[src/rtl/regfile_wb_arbiter.sv]
// ============================================================================
// Module   : regfile_wb_arbiter
// Purpose  : Writeback arbiter for the register bank write port, plus a
//            pending-write scoreboard used by decode for RAW/WAW stalls.
//            Define ARB_FIXED_PRIO_EN for fixed-priority arbitration.
// Revision : 1.0
// ============================================================================
`default_nettype none

module regfile_wb_arbiter #(
    parameter int NREQ = 3,
    parameter int XLEN = 32
) (
    input  logic                 clk,
    input  logic                 rst_n,
    input  logic [NREQ-1:0]      req_valid,
    output logic [NREQ-1:0]      req_ready,
    input  logic [5*NREQ-1:0]    req_rd,
    input  logic [XLEN*NREQ-1:0] req_data,
    input  logic                 iss_valid,
    input  logic [4:0]           iss_rd,
    output logic                 iss_ready,
    input  logic [4:0]           rs1,
    input  logic [4:0]           rs2,
    output logic                 rs1_busy,
    output logic                 rs2_busy,
    output logic [31:0]          busy_vec,
    output logic                 reg_we,
    output logic [4:0]           rd,
    output logic [XLEN-1:0]      rd_val
);

    localparam int PTR_W  = (NREQ > 1) ? $clog2(NREQ) : 1;
    localparam int CAND_W = PTR_W + 1;

    logic [NREQ-1:0]  w_gnt;
    logic             w_gnt_any;
    logic [PTR_W-1:0] w_gnt_idx;
    logic [PTR_W-1:0] w_start;
    logic [4:0]       w_sel_rd;
    logic [XLEN-1:0]  w_sel_data;

    logic             reg_we_q;
    logic [4:0]       rd_q;
    logic [XLEN-1:0]  rd_val_q;
    logic [31:0]      busy_q;
    logic [31:0]      busy_d;

`ifdef ARB_FIXED_PRIO_EN
    assign w_start = '0;
`else
    logic [PTR_W-1:0] ptr_q;
    logic [PTR_W-1:0] ptr_d;

    always_comb begin
        ptr_d = ptr_q;
        if (w_gnt_any) begin
            ptr_d = (w_gnt_idx == PTR_W'(NREQ - 1)) ? '0 : w_gnt_idx + PTR_W'(1);
        end
    end

    always_ff @(posedge clk) begin
        if (!rst_n) begin
            ptr_q <= '0;
        end else begin
            ptr_q <= ptr_d;
        end
    end

    assign w_start = ptr_q;
`endif

    // Search from w_start, wrapping modulo NREQ; nothing is granted in reset.
    always_comb begin : arb_search
        logic [CAND_W-1:0] cand;
        cand      = '0;
        w_gnt_any = 1'b0;
        w_gnt_idx = '0;
        for (int off = 0; off < NREQ; off++) begin
            cand = {1'b0, w_start} + CAND_W'(off);
            if (cand >= CAND_W'(NREQ)) begin
                cand = cand - CAND_W'(NREQ);
            end
            if (rst_n && !w_gnt_any && req_valid[cand[PTR_W-1:0]]) begin
                w_gnt_any = 1'b1;
                w_gnt_idx = cand[PTR_W-1:0];
            end
        end
    end

    always_comb begin
        w_gnt      = '0;
        w_sel_rd   = '0;
        w_sel_data = '0;
        if (w_gnt_any) begin
            w_gnt[w_gnt_idx] = 1'b1;
        end
        for (int i = 0; i < NREQ; i++) begin
            if (w_gnt[i]) begin
                w_sel_rd   = req_rd[5*i +: 5];
                w_sel_data = req_data[XLEN*i +: XLEN];
            end
        end
    end

    assign req_ready = w_gnt;

    assign iss_ready = rst_n & ((iss_rd == 5'd0) | ~busy_q[iss_rd]);

    // Clear first so a same-edge issue to the same register keeps it busy.
    always_comb begin
        busy_d = busy_q;
        if (reg_we_q) begin
            busy_d[rd_q] = 1'b0;
        end
        if (iss_valid && iss_ready && (iss_rd != 5'd0)) begin
            busy_d[iss_rd] = 1'b1;
        end
        busy_d[0] = 1'b0;
    end

    always_ff @(posedge clk) begin
        if (!rst_n) begin
            reg_we_q <= 1'b0;
            rd_q     <= '0;
            rd_val_q <= '0;
            busy_q   <= '0;
        end else begin
            reg_we_q <= w_gnt_any && (w_sel_rd != 5'd0);
            if (w_gnt_any) begin
                rd_q     <= w_sel_rd;
                rd_val_q <= w_sel_data;
            end
            busy_q <= busy_d;
        end
    end

    assign rs1_busy = busy_q[rs1];
    assign rs2_busy = busy_q[rs2];
    assign busy_vec = busy_q;
    assign reg_we   = reg_we_q;
    assign rd       = rd_q;
    assign rd_val   = rd_val_q;

endmodule

`default_nettype wire

[config.mk]
export PLATFORM = sky130hd
export DESIGN_NAME = regfile_wb_arbiter
export DESIGN_NICKNAME = d
export VERILOG_FILES = /design/src/rtl/regfile_wb_arbiter.sv
export SDC_FILE = /design/constraint.sdc
export NUM_CORES = 1
export LEC_CHECK = 0
export ABC_AREA = 1
export BUFFER_PORTS_ARGS = -buffer_cell sky130_fd_sc_hd__buf_2
export CORE_MARGIN = 1.5
export CORE_UTILIZATION = 51
export DETAILED_ROUTE_END_ITERATION = 10
export HOLD_SLACK_MARGIN = 0.15
export PLACE_DENSITY = 0.93
export RECOVER_POWER = 25
export SYNTH_ARGS = -nofsm -noshare
export SYNTH_HDL_FRONTEND = slang
export SYNTH_SLANG_ARGS = --single-unit
[constraint.sdc]
create_clock -name clk -period 5.75 [get_ports clk]
set_input_delay 1.15 -clock clk [delete_from_list [all_inputs] [get_ports clk]]
set_output_delay 1.15 -clock clk [all_outputs]
set_load 0.01 [all_outputs]
Word level (Yosys, flattened, before mapping)
Cells that the tools add are included.
Word-level totals
  register bits: 72
  bits of input ports: 132
  logic and storage cells: 86
  output and inout bits: 76
Cells by class
  muxes and demuxes: 37
  eq/ne operators: 1
  reduce and logical (&&, ||, !) cells: 16
  bitwise logic cells: 6
  add/sub/neg operators: 6
  $lt $le $gt $ge: 14
Operators with widths (number)
  $mux W32: 5
  $and A32 B32 Y32: 1
  $not A32 Y32: 1
  $or A32 B32 Y32: 1
  $lt A5 B6 Y1 const B: 4
  $bmux W1 S5: 3
  $mux W5: 3
  $mux W2: 7
  $lt A2 B3 Y1 const B: 4
  $mux W1: 12
  $logic_and A1 B1 Y1: 11
  $demux W1 S5: 2
  $ge A5 B1 Y1 const B: 2
  $reduce_bool A5 Y1: 2
  $bmux W1 S2: 3
  $ge A3 B2 Y1 const B: 2
  $sub A2 B2 Y2 const B: 3
  $logic_not A5 Y1: 1
  $add A2 B1 Y3 const B: 1
  $add A2 B2 Y3 const B: 1
  $mux W3: 1
  $add A2 B1 Y2 const B: 1
  $demux W1 S2: 1
  $eq A2 B2 Y1 const B: 1
  6 further kinds: 7

Longest topological paths before layout
Gate-level depths: netlist (run 1).
  word-level depth: 24
  gate-level depth with buffers: 17

Least setup slack after synthesis (run 1)
No wires, ideal clock.
  path kind: input to output
  from: input port iss_rd[1]
  to: output port iss_ready
  arrival: 2.181 ns
  required time: 4.600 ns
  cell stages on the path: 11
  buffers on the path: 2
  path slack: 2.419 ns
  cell sequence: buf_6 -> nand2_4 -> inv_6 -> a22oi_1 -> nand2_1 -> nand2_1 -> nand2_1 -> nor2_2 -> nand2_2 -> nor2_4 -> buf_6
Between the ends
  longest elaborated chain between the ends: 5
  elaborated cells on any way between the ends: 6
  those cells by class: mux (2); bitwise (3); reduce/logical (1)
Ends and longest elaborated chain
  start, declared: line 21  | input logic [4:0] iss_rd,
  $bmux W1 S5: line 108  | assign iss_ready = rst_n & ((iss_rd == 5'd0) | ~busy_q[iss_rd]);
  $mux W1 (not written as such): line 108
  $not A1 Y1: line 108
  $or A1 B1 Y1 (*): line 108
  $and A1 B1 Y1 (*): line 108
  end, declared: line 22  | output logic iss_ready,
Every way passes the cells marked *; elsewhere a longest branch is shown, timed or not. The select of a mux whose other input is x is not followed.

Final worst setup path (run 1)
Ends and elaborated chain as after synthesis.

==> run metrics, run 1 <==
Residual DRC 0; die extent in x 95.1 um; GRT Resource Usage Total 33.7%; die outline area 0.00905 mm2; synth unique cells 36; hold-fix buffer count after cts 0; setup repair after global routing missed its margin false; Max stage delay cell, worst path sky130_fd_sc_hd__nor2_4; number of rows created at floorplan 33; final max-slew violation count 0; total nets after synthesis 803; Final Hold Violating Endpoints 0; initial antenna violation count 0; Synth Register Bits 71; crit-path max FO 32; total global routing overflow 0; Worst-Skew Late Latency 0.34 ns; Syn-to-layout area delta 27.0%; mean instance size in the synthesized netlist 6.47 um2; Synth Instances 669; number of top-level pins 208; number of cells on the worst hold path 2; Netlist Area Pre-Place 0.00433 mm2; Post-Route Skew 0.0127 ns; warnings from Yosys 0; layout cells sized above 1 24.4%; dominant register cell in the synthesized netlist sky130_fd_sc_hd__dfxtp_1; H-tree levels 3; standby leakage power 2.50 nW; number of antenna-violating nets in the routed design 0; area used by multi-input combinational logic 0.00251 mm2; post-layout instance count excluding filler cells 966; Max-Slew Margin vs Limit 33.2%; total routed wirelength 15200 um; Slew @ Worst Pin 1.00 ns; result of the run finished clean; worst reg-to-reg setup slack 3.43 ns; clock slew at reported path FFs 0.07 ns; number of cells traversed by the worst register-to-register path 11; CP Class input pin to primary output; placed cell count 949; via count of the first global-routing pass 5194; EDFF count, synth 0; Startpoint Class input pin; CTS tree done; Inserted Clock Buffers 9; Critical Path Max Stage Delay 0.50 ns; Via-to-Cell Ratio 5.82; proportion of register bits with asynchronous set or reset after synthesis 0%; worst reg2reg path endpoint rd_val[31]; quantity of gates resized following cts 0; clk sinks 71; WL/cell 15.7 um; element type at the critical path end primary output; nets 989; ratio of total power to cell area 445 mW/mm2; max-cap check violation count 0; Peak Freq 255 MHz; Hold EP rd_val[1]; critical hold path startpoint rd_val[1]; number of fill cells in the layout 733; final number of setup-violating endpoints 0; ratio of final minimum period to clock period 68.3%; starting utilization of the core area 52.7%; Root Driver sky130_fd_sc_hd__clkbuf_8; peak supply drop 532 uV; CTS Buffer Depth 2; class of the tightest hold or removal check flip-flop to flip-flop; Critical Path RT 4.60 ns; overall via count from detail_route 5623; 1st-pass router iterations 6; r2r startpoint ptr_q[0]; placer congestion estimate 0.967; sequential cell area 0.00142 mm2; first-pass GRT wire length 23800 um; critical path data arrival time 2.78 ns; number of setup buffers added after CTS 0; number of I/O port buffers 206; min Tclk post-route 3.93 ns; HPWL Detailed 11100 um; pin count of the biggest net entering global routing 41; total core area 0.00822 mm2; Post-Route Setup TNS 0 ns; cell-by-cell listing of the critical path buf_2 -> nor2_2 -> inv_2 -> o21ai_2 -> o21ai_1 -> nand2_1 -> nor2_2 -> nand2_2 -> nor2_4 -> buf_2; share of synthesized area occupied by flip-flops and latches 32.8%; initial DRC count 519; Die H 95.1 um
stage by stage:
step	instance area [um2]	util [%]	hold slack [ns]	power, mW	setup slack, ns
2_1_floorplan	4330	-	0.480	1.60	2.42
3_3_place_gp	5290	64.3	0.460	1.94	1.87
3_5_place_dp	5290	64.3	0.461	1.96	1.84
4_1_cts	5540	67.4	0.484	2.47	1.85
5_1_grt	5500	66.9	0.498	2.63	1.66
6_report	5500	66.9	0.482	2.45	1.82
metal layers:
layer	wire, um	global-route usage, %	vias up
li1	-	-	2668
met1	5480	37.4	2506
met2	7400	57.6	378
met3	1550	8.93	71
met4	773	20.0	0
met5	0	0	-
sequential cells by signal, summed over array words and instances, names as in the netlist:
signal,flops
busy_vec,31
ptr_q,2
rd,5
rd_val,32
reg_we,1
where the power goes:
group	switching [mW]	internal, mW
clock	0.190	0.312
combinational	0.809	0.388
sequential	0.0917	0.656
cell usage after synthesis (3+ instances only):
library cell	instances	share of area, %
sky130_fd_sc_hd__o221ai_1	8	1.6
sky130_fd_sc_hd__clkbuf_1	8	0.69
sky130_fd_sc_hd__dfxtp_1	71	33
sky130_fd_sc_hd__o21bai_1	4	0.69
sky130_fd_sc_hd__clkbuf_8	3	0.95
sky130_fd_sc_hd__inv_2	7	0.61
sky130_fd_sc_hd__a21oi_1	35	4.0
sky130_fd_sc_hd__o211ai_1	4	0.69
sky130_fd_sc_hd__nor2_1	61	5.3
sky130_fd_sc_hd__o21ai_1	9	1.0
sky130_fd_sc_hd__nor3_1	7	0.81
sky130_fd_sc_hd__inv_1	36	3.1
sky130_fd_sc_hd__o21ai_0	59	6.8
sky130_fd_sc_hd__nor2_2	3	0.43
sky130_fd_sc_hd__buf_6	5	1.3
sky130_fd_sc_hd__nand2_1	201	17
sky130_fd_sc_hd__o22ai_1	4	0.58
sky130_fd_sc_hd__buf_2	13	1.5
sky130_fd_sc_hd__buf_4	5	0.87
sky130_fd_sc_hd__nand3_1	34	3.9
sky130_fd_sc_hd__nand4_1	71	10
critical path: cells and delay by family:
kind	cells	cell delay [ns]
AOI/OAI and AO/OA	2	0.17
buffers and inverters	3	0.59
and+or+nand+nor	5	0.85
worst max path at each step:
stage | endpoint | start | slack, ns
after floorplan | iss_ready | iss_rd[1] | 2.42
after global placement | iss_ready | iss_rd[1] | 1.87
after detailed placement | iss_ready | iss_rd[1] | 1.84
after CTS | iss_ready | iss_rd[1] | 1.85
after global routing | iss_ready | iss_rd[1] | 1.66
final | iss_ready | iss_rd[1] | 1.82
cells by family (layout without fill, tap and decap cells):
family	after synthesis	in the layout	share of synthesized area [%]
adders and majority gates	2	2	0.578
other	1	2	0.0866
DFF	71	71	32.8
AOI/OAI and AO/OA	131	131	16.9
and+or+nand+nor	386	386	40.3
buffers and inverters	78	269	9.25
area by class of cell:
type | count | share of cell area, %
Tap cell | 105 | 2.39
Clock inverter | 5 | 1.89
Multi-Input combinational cell | 520 | 45.6
Sequential cell | 71 | 25.9
Timing Repair Buffer | 209 | 18.3
Clock buffer | 11 | 2.75
Antenna cell | 1 | 0.0455
Inverter | 44 | 3.10
placed cells by master (no fill, tap or decap), types with 3 or more instances in the layout:
master / netlist / routed
sky130_fd_sc_hd__a21oi_1: 35 / 35
sky130_fd_sc_hd__buf_2: 13 / 170
sky130_fd_sc_hd__buf_4: 5 / 3
sky130_fd_sc_hd__bufinv_16: 0 / 3
sky130_fd_sc_hd__clkbuf_1: 8 / 36
sky130_fd_sc_hd__clkbuf_8: 3 / 11
sky130_fd_sc_hd__dfxtp_1: 71 / 71
sky130_fd_sc_hd__inv_1: 36 / 36
sky130_fd_sc_hd__inv_2: 7 / 7
sky130_fd_sc_hd__nand2_1: 201 / 201
sky130_fd_sc_hd__nand3_1: 34 / 34
sky130_fd_sc_hd__nand4_1: 71 / 71
sky130_fd_sc_hd__nor2_1: 61 / 60
sky130_fd_sc_hd__nor2_2: 3 / 4
sky130_fd_sc_hd__nor3_1: 7 / 7
sky130_fd_sc_hd__o211ai_1: 4 / 4
sky130_fd_sc_hd__o21ai_0: 59 / 59
sky130_fd_sc_hd__o21ai_1: 9 / 9
sky130_fd_sc_hd__o21bai_1: 4 / 4
sky130_fd_sc_hd__o221ai_1: 8 / 8
sky130_fd_sc_hd__o22ai_1: 4 / 4
Power figures use the tool's default switching activity.
==> run 2: changes to the inputs <==
- CORE_UTILIZATION: 51 -> 42
- PLACE_DENSITY: 0.93 -> 0.83
- clock period: 5.75 -> 3.35 ns (I/O delays scaled with it)
==> run 2 against run 1 <==
- hold slack better by 0.0026 ns
- total power up 68%
- wire length up 3.7%
- sequential power up 72%
- highest routed layer unchanged
- clock skew up 0.0033 ns
- register-to-register slack worse by 2.6 ns
- core utilization down 11 points
- design area up 0.39%
==> run metrics, run 2 (synthesis results as in run 1) <==
Setup Slack @ Placement 0.727 ns (-1.11 ns); relative contribution of the clock network to total power 18.6% (-1.9 points); grt met3 use 6.89% (-2.0 points); CTS Buffer Depth 2 (unchanged); total core area 0.00986 mm2 (+20%); critical path launch point ptr_q[0]; max-cap check violation count 0 (unchanged); CTS tree done; number of rows created at floorplan 36 (+9.1%); commonest non-fill, non-tap cells in the layout 201 x sky130_fd_sc_hd__nand2_1, 170 x sky130_fd_sc_hd__buf_2, 71 x sky130_fd_sc_hd__nand4_1, 71 x sky130_fd_sc_hd__dfxtp_1, 60 x sky130_fd_sc_hd__nor2_1; ratio of final minimum period to clock period 84.6%; final worst hold slack 0.485 ns (+0.00261 ns); Syn-to-layout area delta 27.5%; r2r startpoint ptr_q[0]; layout cells sized above 1 24.7% (+0.26 points); combinational fraction of design power 50.2% (+1.3 points); first-pass GRT wire length 24600 um (+3.1%); crit-path max FO 7 (-78%); Die H 105 um (+9.9%); die outline area 0.0109 mm2 (+21%); Slew @ Worst Pin 0.576 ns (-0.424 ns); post-layout utilization of the core 55.9% (-11 points); Max-Slew Margin vs Limit 61.6% (+28 points); overall via count from detail_route 5544 (-1.4%); Final Hold Violating Endpoints 0 (unchanged); pin count of the biggest net entering global routing 38 (-7.3%); post-layout instance count excluding filler cells 996 (+3.1%); HPWL Detailed 11600 um (+4.5%); part of the total power dissipated in sequential elements 31.2% (+0.6 points); Peak Freq 353 MHz; standby leakage power 2.50 nW (about the same); area of all placed cells without fillers 0.00552 mm2 (+0.39%); setup repair after global routing missed its margin false; Post-Route Setup TNS 0 ns (unchanged); quantity of gates resized following cts 0 (unchanged); critical hold path startpoint rd_val[11]; starting utilization of the core area 43.9% (-8.8 points); Inserted Clock Buffers 9 (unchanged); result of the run finished clean; diode count 0 (-1); met2 global-route usage 45.6% (-12 points); number of I/O port buffers 206 (unchanged); via count of the first global-routing pass 4983 (-4.1%); peak supply drop 1050 uV (+97%); WL/cell 15.8 um (+0.61%); hold-fix buffer count after cts 0 (unchanged); total global routing overflow 0 (unchanged); commonest non-fill, non-tap cell in the layout sky130_fd_sc_hd__nand2_1; number of antenna-violating nets in the routed design 0 (unchanged); placer congestion estimate 0.949 (-1.9%); H-tree levels 3 (unchanged); 1st-pass router iterations 5 (-1); Residual DRC 0 (unchanged); Root Driver sky130_fd_sc_hd__clkbuf_8; placed cell count 980 (+3.3%); number of top-level pins 208 (unchanged); Via-to-Cell Ratio 5.57 (-4.4%); number of fill cells in the layout 1008 (+38%); most utilized layer in the global route result met2; cell internal pwr 2.23 mW (+65%); critical path data arrival time 2.16 ns (-0.62 ns); die extent in x 105 um (+9.9%); GRT Resource Usage Total 27.9% (-5.8 points); Post-DP Area 0.00534 mm2 (+1.1%); Worst-Skew Late Latency 0.35 ns (about the same); element type at the critical path end primary output; clock slew at reported path FFs 0.09 ns (+0.02 ns); ratio of total power to cell area 747 mW/mm2 (+68%); clk sinks 71 (unchanged); switching power 1.89 mW (+73%); initial antenna violation count 0 (unchanged); initial DRC count 463 (-11%); Critical Path RT 2.68 ns (-1.92 ns); total routed wirelength 15800 um (+3.7%); nets 992 (+0.30%); number of setup buffers added after CTS 0 (unchanged); GR Util met1 34.4% (-3.0 points); CP Class flip-flop to primary output; final critical-path setup slack 0.517 ns (-1.30 ns); Total Power Consumption 4.12 mW (+68%); final number of setup-violating endpoints 0 (unchanged); class of the tightest hold or removal check flip-flop to flip-flop; Net Sw Frac 45.8% (+1.3 points); number of flip-flops under the largest register name 32 (unchanged); Startpoint Class flip-flop; Post-Route Skew 0.0161 ns (+0.00335 ns); final max-slew violation count 0 (unchanged); min Tclk post-route 2.83 ns
[run 2: changes by cell type in the layout (fill, tap and decap cells not counted)]
cell	before	now
sky130_fd_sc_hd__diode_2	1	0
sky130_fd_sc_hd__buf_4	3	6
sky130_fd_sc_hd__clkinv_2	1	3
sky130_fd_sc_hd__bufinv_16	3	2
sky130_fd_sc_hd__clkbuf_8	11	10
[run 2: path summary, 6_finish.rpt]
| check | to | slack [ns] | cells after the start |
|---|---|---|---|
| setup / recovery | req_ready[0] | 0.52 | 12 |
| hold / removal | rd_val[11] | 0.48 | 2 |
| setup reg to reg | reg_we | 0.88 | 16 |
| hold reg to reg | rd_val[11] | 0.48 | 2 |
[run 2: power by group through the flow]
stage,combinational (mW),sequential (mW),clock (mW)
after global routing,2.32,1.32,0.807
final,2.07,1.29,0.765
after detailed placement,2.14,1.28,0
after global placement,2.10,1.29,0
after floorplan,1.35,1.39,0
after CTS,2.13,1.28,0.774
[run 2: cell type report]
type                       count  area [um2]  share of cell area, %
multi-input combinational    520        2510                   45.5
sequential                    71        1420                   25.8
timing repair buffer         212        1030                   18.7
inverter                      44         170                   3.08
tap                          133         166                   3.02
clock buffer                  10         138                   2.49
clock inverter                 6        83.8                   1.52
[run 2: per-layer routing]
| metal | share of wire, % | routed length, um |
|---|---|---|
| met1 | 39 | 6190 |
| met2 | 47 | 7350 |
| met3 | 11 | 1660 |
| met4 | 3.6 | 569 |
| met5 | 0 | 0 |
[run 2: critical path, cell delays in order, from the launching register on]
cell,delay [ns]
sky130_fd_sc_hd__dfxtp_1,0.34
sky130_fd_sc_hd__inv_1,0.06
sky130_fd_sc_hd__ha_1,0.35
sky130_fd_sc_hd__inv_1,0.12
sky130_fd_sc_hd__nand2_1,0.06
sky130_fd_sc_hd__nand3_1,0.09
sky130_fd_sc_hd__inv_1,0.05
sky130_fd_sc_hd__nor2_1,0.12
sky130_fd_sc_hd__nand3_1,0.09
sky130_fd_sc_hd__nand2_1,0.08
sky130_fd_sc_hd__nand2_1,0.16
sky130_fd_sc_hd__nor2_2,0.17
sky130_fd_sc_hd__buf_2,0.14
